[src/rtl/led_status_ctrl.sv]
// Board LED status controller: lamp test, heartbeat, activity stretchers and error blink.
// Define LED_ERR_LATCH_EN to make the error state sticky until reset.
module led_status_ctrl #(
  parameter int HB_DIV  = 10000000,
  parameter int STRETCH = 1000000,
  parameter int ERR_DIV = 2500000
) (
  input  logic i_clk,
  input  logic i_rst,
  input  logic i_hb_en,
  input  logic i_uart_rx_evt,
  input  logic i_uart_tx_evt,
  input  logic i_fifo_evt,
  input  logic i_ddr_evt,
  input  logic i_err,
  output logic led_1,
  output logic led_2,
  output logic led_3,
  output logic led_4,
  output logic o_err_active
);

  localparam int HBW = $clog2(HB_DIV + 1);
  localparam int SW  = $clog2(STRETCH + 1);
  localparam int EW  = $clog2(ERR_DIV + 1);

  localparam logic [HBW-1:0] HB_LAST      = HBW'(HB_DIV - 1);
  localparam logic [SW-1:0]  STRETCH_LOAD = SW'(STRETCH);
  localparam logic [EW-1:0]  ERR_LAST     = EW'(ERR_DIV - 1);

  typedef enum logic [1:0] {
    ST_LAMP   = 2'd0,
    ST_NORMAL = 2'd1,
    ST_ERROR  = 2'd2
  } state_t;

  state_t         state, state_nxt;
  logic [HBW-1:0] hb_cnt;
  logic [HBW-1:0] lamp_cnt;
  logic           hb;
  logic [SW-1:0]  rx_cnt, tx_cnt, act_cnt;
  logic [EW-1:0]  blink_cnt;
  logic           blink;
  logic [3:0]     led_nxt;

  // Heartbeat runs in every state so its phase survives lamp test and error.
  always_ff @(posedge i_clk) begin
    if (i_rst) begin
      hb_cnt <= '0;
      hb     <= 1'b0;
    end else if (hb_cnt == HB_LAST) begin
      hb_cnt <= '0;
      hb     <= ~hb;
    end else begin
      hb_cnt <= hb_cnt + HBW'(1);
    end
  end

  always_ff @(posedge i_clk) begin
    if (i_rst) begin
      lamp_cnt <= '0;
    end else if (state == ST_LAMP && lamp_cnt != HB_LAST) begin
      lamp_cnt <= lamp_cnt + HBW'(1);
    end
  end

  // Retrigger reloads rather than accumulates; FIFO and DDR share one stretcher.
  always_ff @(posedge i_clk) begin
    if (i_rst) begin
      rx_cnt  <= '0;
      tx_cnt  <= '0;
      act_cnt <= '0;
    end else begin
      rx_cnt  <= i_uart_rx_evt ? STRETCH_LOAD :
                 (rx_cnt != '0) ? rx_cnt - SW'(1) : rx_cnt;
      tx_cnt  <= i_uart_tx_evt ? STRETCH_LOAD :
                 (tx_cnt != '0) ? tx_cnt - SW'(1) : tx_cnt;
      act_cnt <= (i_fifo_evt | i_ddr_evt) ? STRETCH_LOAD :
                 (act_cnt != '0) ? act_cnt - SW'(1) : act_cnt;
    end
  end

  // Blink phase is held at 1 outside ERROR so every entry starts lit.
  always_ff @(posedge i_clk) begin
    if (i_rst || state != ST_ERROR) begin
      blink_cnt <= '0;
      blink     <= 1'b1;
    end else if (blink_cnt == ERR_LAST) begin
      blink_cnt <= '0;
      blink     <= ~blink;
    end else begin
      blink_cnt <= blink_cnt + EW'(1);
    end
  end

  always_ff @(posedge i_clk) begin
    if (i_rst) begin
      state <= ST_LAMP;
    end else begin
      state <= state_nxt;
    end
  end

  always_comb begin
    state_nxt = state;
    led_nxt   = 4'b0000;
    case (state)
      ST_LAMP: begin
        led_nxt = 4'b1111;
        if (i_err) begin
          state_nxt = ST_ERROR;
        end else if (lamp_cnt == HB_LAST) begin
          state_nxt = ST_NORMAL;
        end
      end
      ST_NORMAL: begin
        led_nxt = {act_cnt != '0, tx_cnt != '0, rx_cnt != '0, hb & i_hb_en};
        if (i_err) begin
          state_nxt = ST_ERROR;
        end
      end
      ST_ERROR: begin
        led_nxt = {4{blink}};
`ifdef LED_ERR_LATCH_EN
        state_nxt = ST_ERROR;
`else
        if (!i_err) begin
          state_nxt = ST_NORMAL;
        end
`endif
      end
      default: begin
        state_nxt = ST_LAMP;
      end
    endcase
  end

  always_ff @(posedge i_clk) begin
    if (i_rst) begin
      {led_4, led_3, led_2, led_1} <= 4'b0000;
      o_err_active                 <= 1'b0;
    end else begin
      {led_4, led_3, led_2, led_1} <= led_nxt;
      o_err_active                 <= (state == ST_ERROR);
    end
  end

endmodule

[config.mk]
export PLATFORM = sky130hd
export DESIGN_NAME = led_status_ctrl
export DESIGN_NICKNAME = d
export VERILOG_FILES = /design/src/rtl/led_status_ctrl.sv
export SDC_FILE = /design/constraint.sdc
export NUM_CORES = 1
export LEC_CHECK = 0
export CORE_UTILIZATION = 40
export CTS_CLUSTER_SIZE = 16
export DETAILED_ROUTE_END_ITERATION = 16
export PLACE_DENSITY = 0.58
export SLEW_MARGIN = 20
export SYNTH_ARGS = -nofsm -noshare
export SYNTH_HDL_FRONTEND = slang
export SYNTH_SLANG_ARGS = --single-unit
[constraint.sdc]
create_clock -name i_clk -period 5.8 [get_ports i_clk]
set_input_delay 1.16 -clock i_clk [delete_from_list [all_inputs] [get_ports i_clk]]
set_output_delay 1.16 -clock i_clk [all_outputs]
set_load 0.005 [all_outputs]
==> results.sh, run 1 <==
export IMPL_layout_worst_path_cycle_share_pct=42.3
export IMPL_min_period_ps=2450
export IMPL_synth_net_count=770
export IMPL_area_growth_pct=15.3
export IMPL_leakagePower_nw=2.64
export IMPL_dr_total_vias=5203
export IMPL_grt_max_degree=35
export IMPL_overflow=0
export IMPL_critPathLaunchType="flop"
export IMPL_dp_cells=960
export IMPL_ys_ff_latch=139
export IMPL_cp_max_fo=1
export IMPL_critical_path_top_delay_family="buffers and inverters"
export IMPL_die_w_um=129
export IMPL_cts_buffer_depth=2
export IMPL_setup_viol=0
export IMPL_final_nets=778
export IMPL_finalMaxSlewViolations=0
export IMPL_r2r_start="act_cnt[0]$_SDFFE_PP0P_"
export IMPL_maxCapViolations=0
export IMPL_hold_depth=1
export IMPL_hold_buffers=0
export IMPL_diodes=0
export IMPL_tritoncts="yes"
export IMPL_ir_drop_mv=0.209
export IMPL_die_area_um2=16600
export IMPL_clk_pin_slew_ps=60
export IMPL_reg2reg_depth=7
export IMPL_stdcell_count=991
export IMPL_ys_flop_type="dfxtp_1"
export IMPL_wl_um=12800
export IMPL_fp_dieH_um=129
export IMPL_syn_area_per_cell_um2=8.54
export IMPL_htree_levels=4
export IMPL_path_class="reg -> out"
export IMPL_worst_slew_margin_rel_pct=47.5
export IMPL_required_ps=4640
export IMPL_grt_usage_pct=16.5
export IMPL_yosys_top_cells_area="dfxtp_1, xor2_1, nor2_1"
export IMPL_synth_edff_count=0
export IMPL_drc=0
export IMPL_port_buffers=12
export IMPL_min_to="hb_cnt[0]$_SDFF_PP0_"
export IMPL_cts_setup_buffers=0
export IMPL_initial_core_util_pct=40.7
export IMPL_io_pins=13
export IMPL_antenna_found_initial=0
export IMPL_synth_distinct_cells=58
export IMPL_grt_pass1_vias=4890
export IMPL_dp_hpwl_um=8920
export IMPL_numCtsBuffers=17
export IMPL_reg2reg_to="act_cnt[16]$_SDFFE_PP0P_"
export IMPL_rsz0062_at_grt="no"
export IMPL_arrival_ps=1290
export IMPL_critPathSlowestCell="clkdlybuf4s50_1"
export IMPL_outcome="finished, final reports clean"
export IMPL_syn_inst=755
export IMPL_rrSetupSlack_ps=3400
export IMPL_clock_sinks=139
export IMPL_syn_cell_area_um2=6440
export IMPL_ys_warn_count=0
export IMPL_layout_drive_gt1_share_pct=6.84
export IMPL_seq_area_frac_synth_pct=43.2
export IMPL_drt_vias_per_instance=5.25
export IMPL_antenna_left=0
export IMPL_ctsResizeCount=0
export IMPL_skew_ps=9.75
export IMPL_worstMarginPinSlew_ps=787
export IMPL_fin_tns_setup_ps=0
export IMPL_fillers=1521
export IMPL_core_area_um2=15800
export IMPL_grt_pass1_wl_um=22000
export IMPL_seqCellArea_um2=2780
export IMPL_power_density_nw_per_um2=344
export IMPL_hold_violations=0
export IMPL_critical_path_cell_chain="clkdlybuf4s50_1"
export IMPL_gp_congestion=0.808
export IMPL_dr_pass1_iters=5
export IMPL_async_reset_ff_share_pct=0
export IMPL_cts_root_buffer="clkbuf_16"
export IMPL_critPathMaxStageDelay_ps=520
export IMPL_multi_input_area_um2=3500
export IMPL_max_freq_mhz=408
export IMPL_synth_area_leader_cell="dfxtp_1"
export IMPL_routedWlPerCell_um=13.0
export IMPL_path_buf_inv=1
export IMPL_drt_iter0_markers=305
export IMPL_clock_latency_ps=420
export IMPL_min_path_type="reg -> reg"
export IMPL_rows=46
export IMPL_hp_start="hb_cnt[0]$_SDFF_PP0_"
export IMPL_end_kind="primary output"
export IMPL_yosysTopAreaCellShare_pct=43.2
-- cells by family after synthesis --
family | count (synthesis) | share of synthesized area (%)
fa+ha+maj | 7 | 1.36
compound gates | 100 | 9.42
buf+inv | 42 | 2.56
xor+xnor | 90 | 12.2
simple gates | 372 | 30.5
flops | 139 | 43.2
mux | 5 | 0.796
-- metal layers --
layer | global-route usage [%] | vias up | wire, µm
li1 | - | 2691 | -
met1 | 21.3 | 2438 | 6420
met2 | 26.1 | 68 | 5880
met3 | 4.86 | 6 | 467
met4 | 5.67 | 0 | 82
met5 | 0 | - | 0
-- how the worst max path moves through the flow --
stage,slack [ps],end,startpoint,cells past startpoint
5_1_grt,3200,blink_cnt[19]$_SDFF_PP0_,blink_cnt[0]$_SDFF_PP0_,5
3_3_place_gp,3130,blink_cnt[17]$_SDFF_PP0_,i_rst,4
6_report,3350,o_err_active,o_err_active$_SDFF_PP0_,1
2_1_floorplan,3670,hb$_SDFFE_PP0P_,i_rst,4
3_5_place_dp,3070,blink_cnt[7]$_SDFF_PP0_,i_rst,4
4_1_cts,3320,o_err_active,o_err_active$_SDFF_PP0_,1
-- report_power, final --
part	leakage [nW]	internal, W	switching, W
Sequential	1.13	0.000995	0.0000419
Clock	0.329	0.000857	0.000404
Combinational	1.18	0.000109	0.000151
-- cell usage after synthesis, types with 7 or more instances --
| cell type | n |
|---|---|
| a21oi_1 | 43 |
| and3_1 | 9 |
| clkbuf_1 | 18 |
| dfxtp_1 | 139 |
| ha_1 | 7 |
| inv_1 | 18 |
| nand2_1 | 46 |
| nand3_1 | 35 |
| nand4_1 | 21 |
| nor2_1 | 121 |
| nor2b_1 | 8 |
| nor3_1 | 28 |
| nor4_1 | 22 |
| o211ai_1 | 12 |
| o21ai_0 | 16 |
| o31ai_1 | 7 |
| or2_2 | 7 |
| or3_1 | 12 |
| or4_1 | 13 |
| xnor2_1 | 34 |
| xor2_1 | 56 |
-- area by class of cell --
class	count	share of cell area (%)
Clock buffer	19	5.96
Clock inverter	12	3.28
Inverter	18	0.909
Multi-Input combinational cell	574	47.1
Sequential cell	139	37.4
Tap cell	216	3.64
Timing Repair Buffer	13	1.65
-- stage by stage --
step	hold slack, ps	setup slack, ps	utilization [%]	cell area [µm²]	total power, W
after global routing	492	3200	46.9	7430	0.00267
after detailed placement	453	3070	42.6	6740	0.00131
after floorplan	430	3670	-	6440	0.00126
after global placement	435	3130	42.6	6740	0.00131
after CTS	467	3320	46.9	7430	0.00258
final	466	3350	46.9	7430	0.00256
-- sequential cells by signal (all words and copies together), names as in the netlist, 2 cells and up --
| name | flops |
|---|---|
| blink_cnt | 22 |
| state | 2 |
| rx_cnt | 20 |
| hb_cnt | 24 |
| lamp_cnt | 24 |
| tx_cnt | 20 |
| act_cnt | 20 |
-- layout by cell type (no fill, tap or decap), types with 21 or more instances in the layout --
cell type / count
a21oi_1: 43
dfxtp_1: 139
nand2_1: 46
nand3_1: 35
nand4_1: 21
nor2_1: 121
nor3_1: 28
nor4_1: 22
xnor2_1: 34
xor2_1: 56
No activity file was read; power rests on OpenSTA's default activity.
==> inputs of run 2 (changes only) <==
Settings changed: PLACE_DENSITY 0.58 to 0.6.
Clock period 5.8 ns to 1.98 ns, I/O delays scaled along.
==> run 2 against run 1 <==
  * Clock skew is essentially flat
  * Largest power group unchanged
  * Hold slack lost 81 ps
  * Global-route usage grew 0.48 points
  * Cell count grew 4.2%
==> results.sh, run 2 (synthesis results as in run 1) <==
export IMPL_critical_path_cell_chain="and3_1 > or4b_1 > or2_4 > or4_1 > a21oi_1"
export IMPL_pwr_share_clk_pct=46.1
export IMPL_finalMaxSlewViolations=0
export IMPL_diodes=0
export IMPL_layout_drive_gt1_share_pct=13.6
export IMPL_cts_buffer_depth=2
export IMPL_met3_usage_pct=5.03
export IMPL_seqCellArea_um2=2790
export IMPL_pre_cts_ws_ps=32.8
export IMPL_tritoncts="yes"
export IMPL_port_buffers=12
export IMPL_drc=0
export IMPL_worst_slew_margin_rel_pct=66.4
export IMPL_overflow=0
export IMPL_grt_max_degree=23
export IMPL_critPathMaxStageDelay_ps=470
export IMPL_grt_pass1_wl_um=22800
export IMPL_setup_viol=0
export IMPL_final_nets=819
export IMPL_critPathSlowestCell="or4b_1"
export IMPL_hold_buffers=0
export IMPL_swShare_pct=24.4
export IMPL_die_area_um2=16600
export IMPL_max_freq_mhz=511
export IMPL_clock_sinks=139
export IMPL_met2_usage_pct=28.9
export IMPL_required_ps=2320
export IMPL_wl_um=13100
export IMPL_critPathLaunchType="flop"
export IMPL_core_area_um2=15800
export IMPL_setup_ws_ps=23.4
export IMPL_critical_path_top_delay_family="simple AND/OR/NAND/NOR gates"
export IMPL_gp_congestion=0.812
export IMPL_antenna_left=0
export IMPL_die_w_um=129
export IMPL_dr_pass1_iters=4
export IMPL_grt_busiest_layer="met2"
export IMPL_skew_ps=10.1
export IMPL_stdcell_count=1033
export IMPL_clock_latency_ps=420
export IMPL_antenna_found_initial=0
export IMPL_fin_util_pct=49.0
export IMPL_hold_violations=0
export IMPL_multi_input_area_um2=3560
export IMPL_power_density_nw_per_um2=929
export IMPL_maxCapViolations=0
export IMPL_cts_root_buffer="clkbuf_16"
export IMPL_arrival_ps=2290
export IMPL_mostFrequentLayoutCells="dfxtp_1, nor2_1, xor2_1"
export IMPL_dp_cells=997
export IMPL_clk_pin_slew_ps=50
export IMPL_grt_usage_pct=16.9
export IMPL_grt_pass1_vias=5172
export IMPL_p_sw_w=0.00176
export IMPL_initial_core_util_pct=40.7
export IMPL_dp_hpwl_um=9250
export IMPL_path_class="reg -> reg"
export IMPL_grtUsageMet1_pct=20.4
export IMPL_path_buf_inv=0
export IMPL_io_pins=13
export IMPL_leakagePower_nw=2.82
export IMPL_ir_drop_mv=0.729
export IMPL_numCtsBuffers=17
export IMPL_drt_iter0_markers=214
export IMPL_end_kind="flop"
export IMPL_min_path_type="in -> reg"
export IMPL_routedWlPerCell_um=12.7
export IMPL_final_common_cell="dfxtp_1"
export IMPL_htree_levels=4
export IMPL_layout_worst_path_cycle_share_pct=98.8
export IMPL_outcome="finished, final reports clean"
export IMPL_fin_tns_setup_ps=0
export IMPL_cp_max_fo=5
export IMPL_drt_vias_per_instance=5.19
export IMPL_area_growth_pct=20.4
export IMPL_pwr_share_comb_pct=11.7
export IMPL_fillers=1486
export IMPL_dr_total_vias=5363
export IMPL_fp_dieH_um=129
export IMPL_rows=46
export IMPL_seq_power_share_pct=42.2
export IMPL_cellInternalPower_w=0.00545
export IMPL_worstMarginPinSlew_ps=502
export IMPL_reg_largest_list="hb_cnt: 24 flops, lamp_cnt: 24 flops, blink_cnt: 22 flops"
export IMPL_min_period_ps=1960
## run 2: layout make-up
| class | instances | share of cell area, % |
|---|---|---|
| inverters | 18 | 0.871 |
| clock inverters | 10 | 1.77 |
| well taps | 216 | 3.48 |
| clock buffers | 22 | 6.37 |
| multi-input cells | 574 | 45.8 |
| flip-flops and latches | 139 | 36.0 |
| repair buffers | 54 | 5.71 |
## run 2: path summary, 6_finish.rpt
kind                             from                   endpoint  slack (ps)  depth (start not counted)
max          lamp_cnt[4]$_SDFFE_PP0P_  lamp_cnt[13]$_SDFFE_PP0P_          20                          5
min                             i_rst            hb$_SDFFE_PP0P_         390                          2
max reg2reg  lamp_cnt[4]$_SDFFE_PP0P_  lamp_cnt[13]$_SDFFE_PP0P_          20                          5
min reg2reg      hb_cnt[0]$_SDFF_PP0_       hb_cnt[0]$_SDFF_PP0_         460                          1
## run 2: metal layers
layer	up-vias	share of wire [%]
li1	2766	-
met3	15	3.1
met5	-	0
met1	2516	48
met4	0	1.2
met2	66	48
## run 2: power groups by stage
stage                     Combinational, W  Clock (W)  Sequential, W
after detailed placement          0.000819          0        0.00309
final                             0.000842    0.00333        0.00304
after floorplan                   0.000614          0        0.00307
after global placement            0.000803          0        0.00308
after global routing              0.000952    0.00352        0.00306
after CTS                         0.000826    0.00340        0.00303
## run 2: metrics by stage
step / total power [W] / hold slack [ps] / cell area (µm²)
2_1_floorplan: 0.00368 / 430 / 6450
4_1_cts: 0.00726 / 375 / 7670
3_3_place_gp: 0.00389 / 440 / 7040
5_1_grt: 0.00753 / 406 / 7760
3_5_place_dp: 0.00391 / 447 / 7040
6_report: 0.00721 / 386 / 7760
## run 2: repair_timing
action | CTS | global route
endpoints found under the setup margin | 0 | 42
gates resized for setup | 0 | 17
buffers inserted | 0 | 4
hold endpoints to repair | 0 | 0
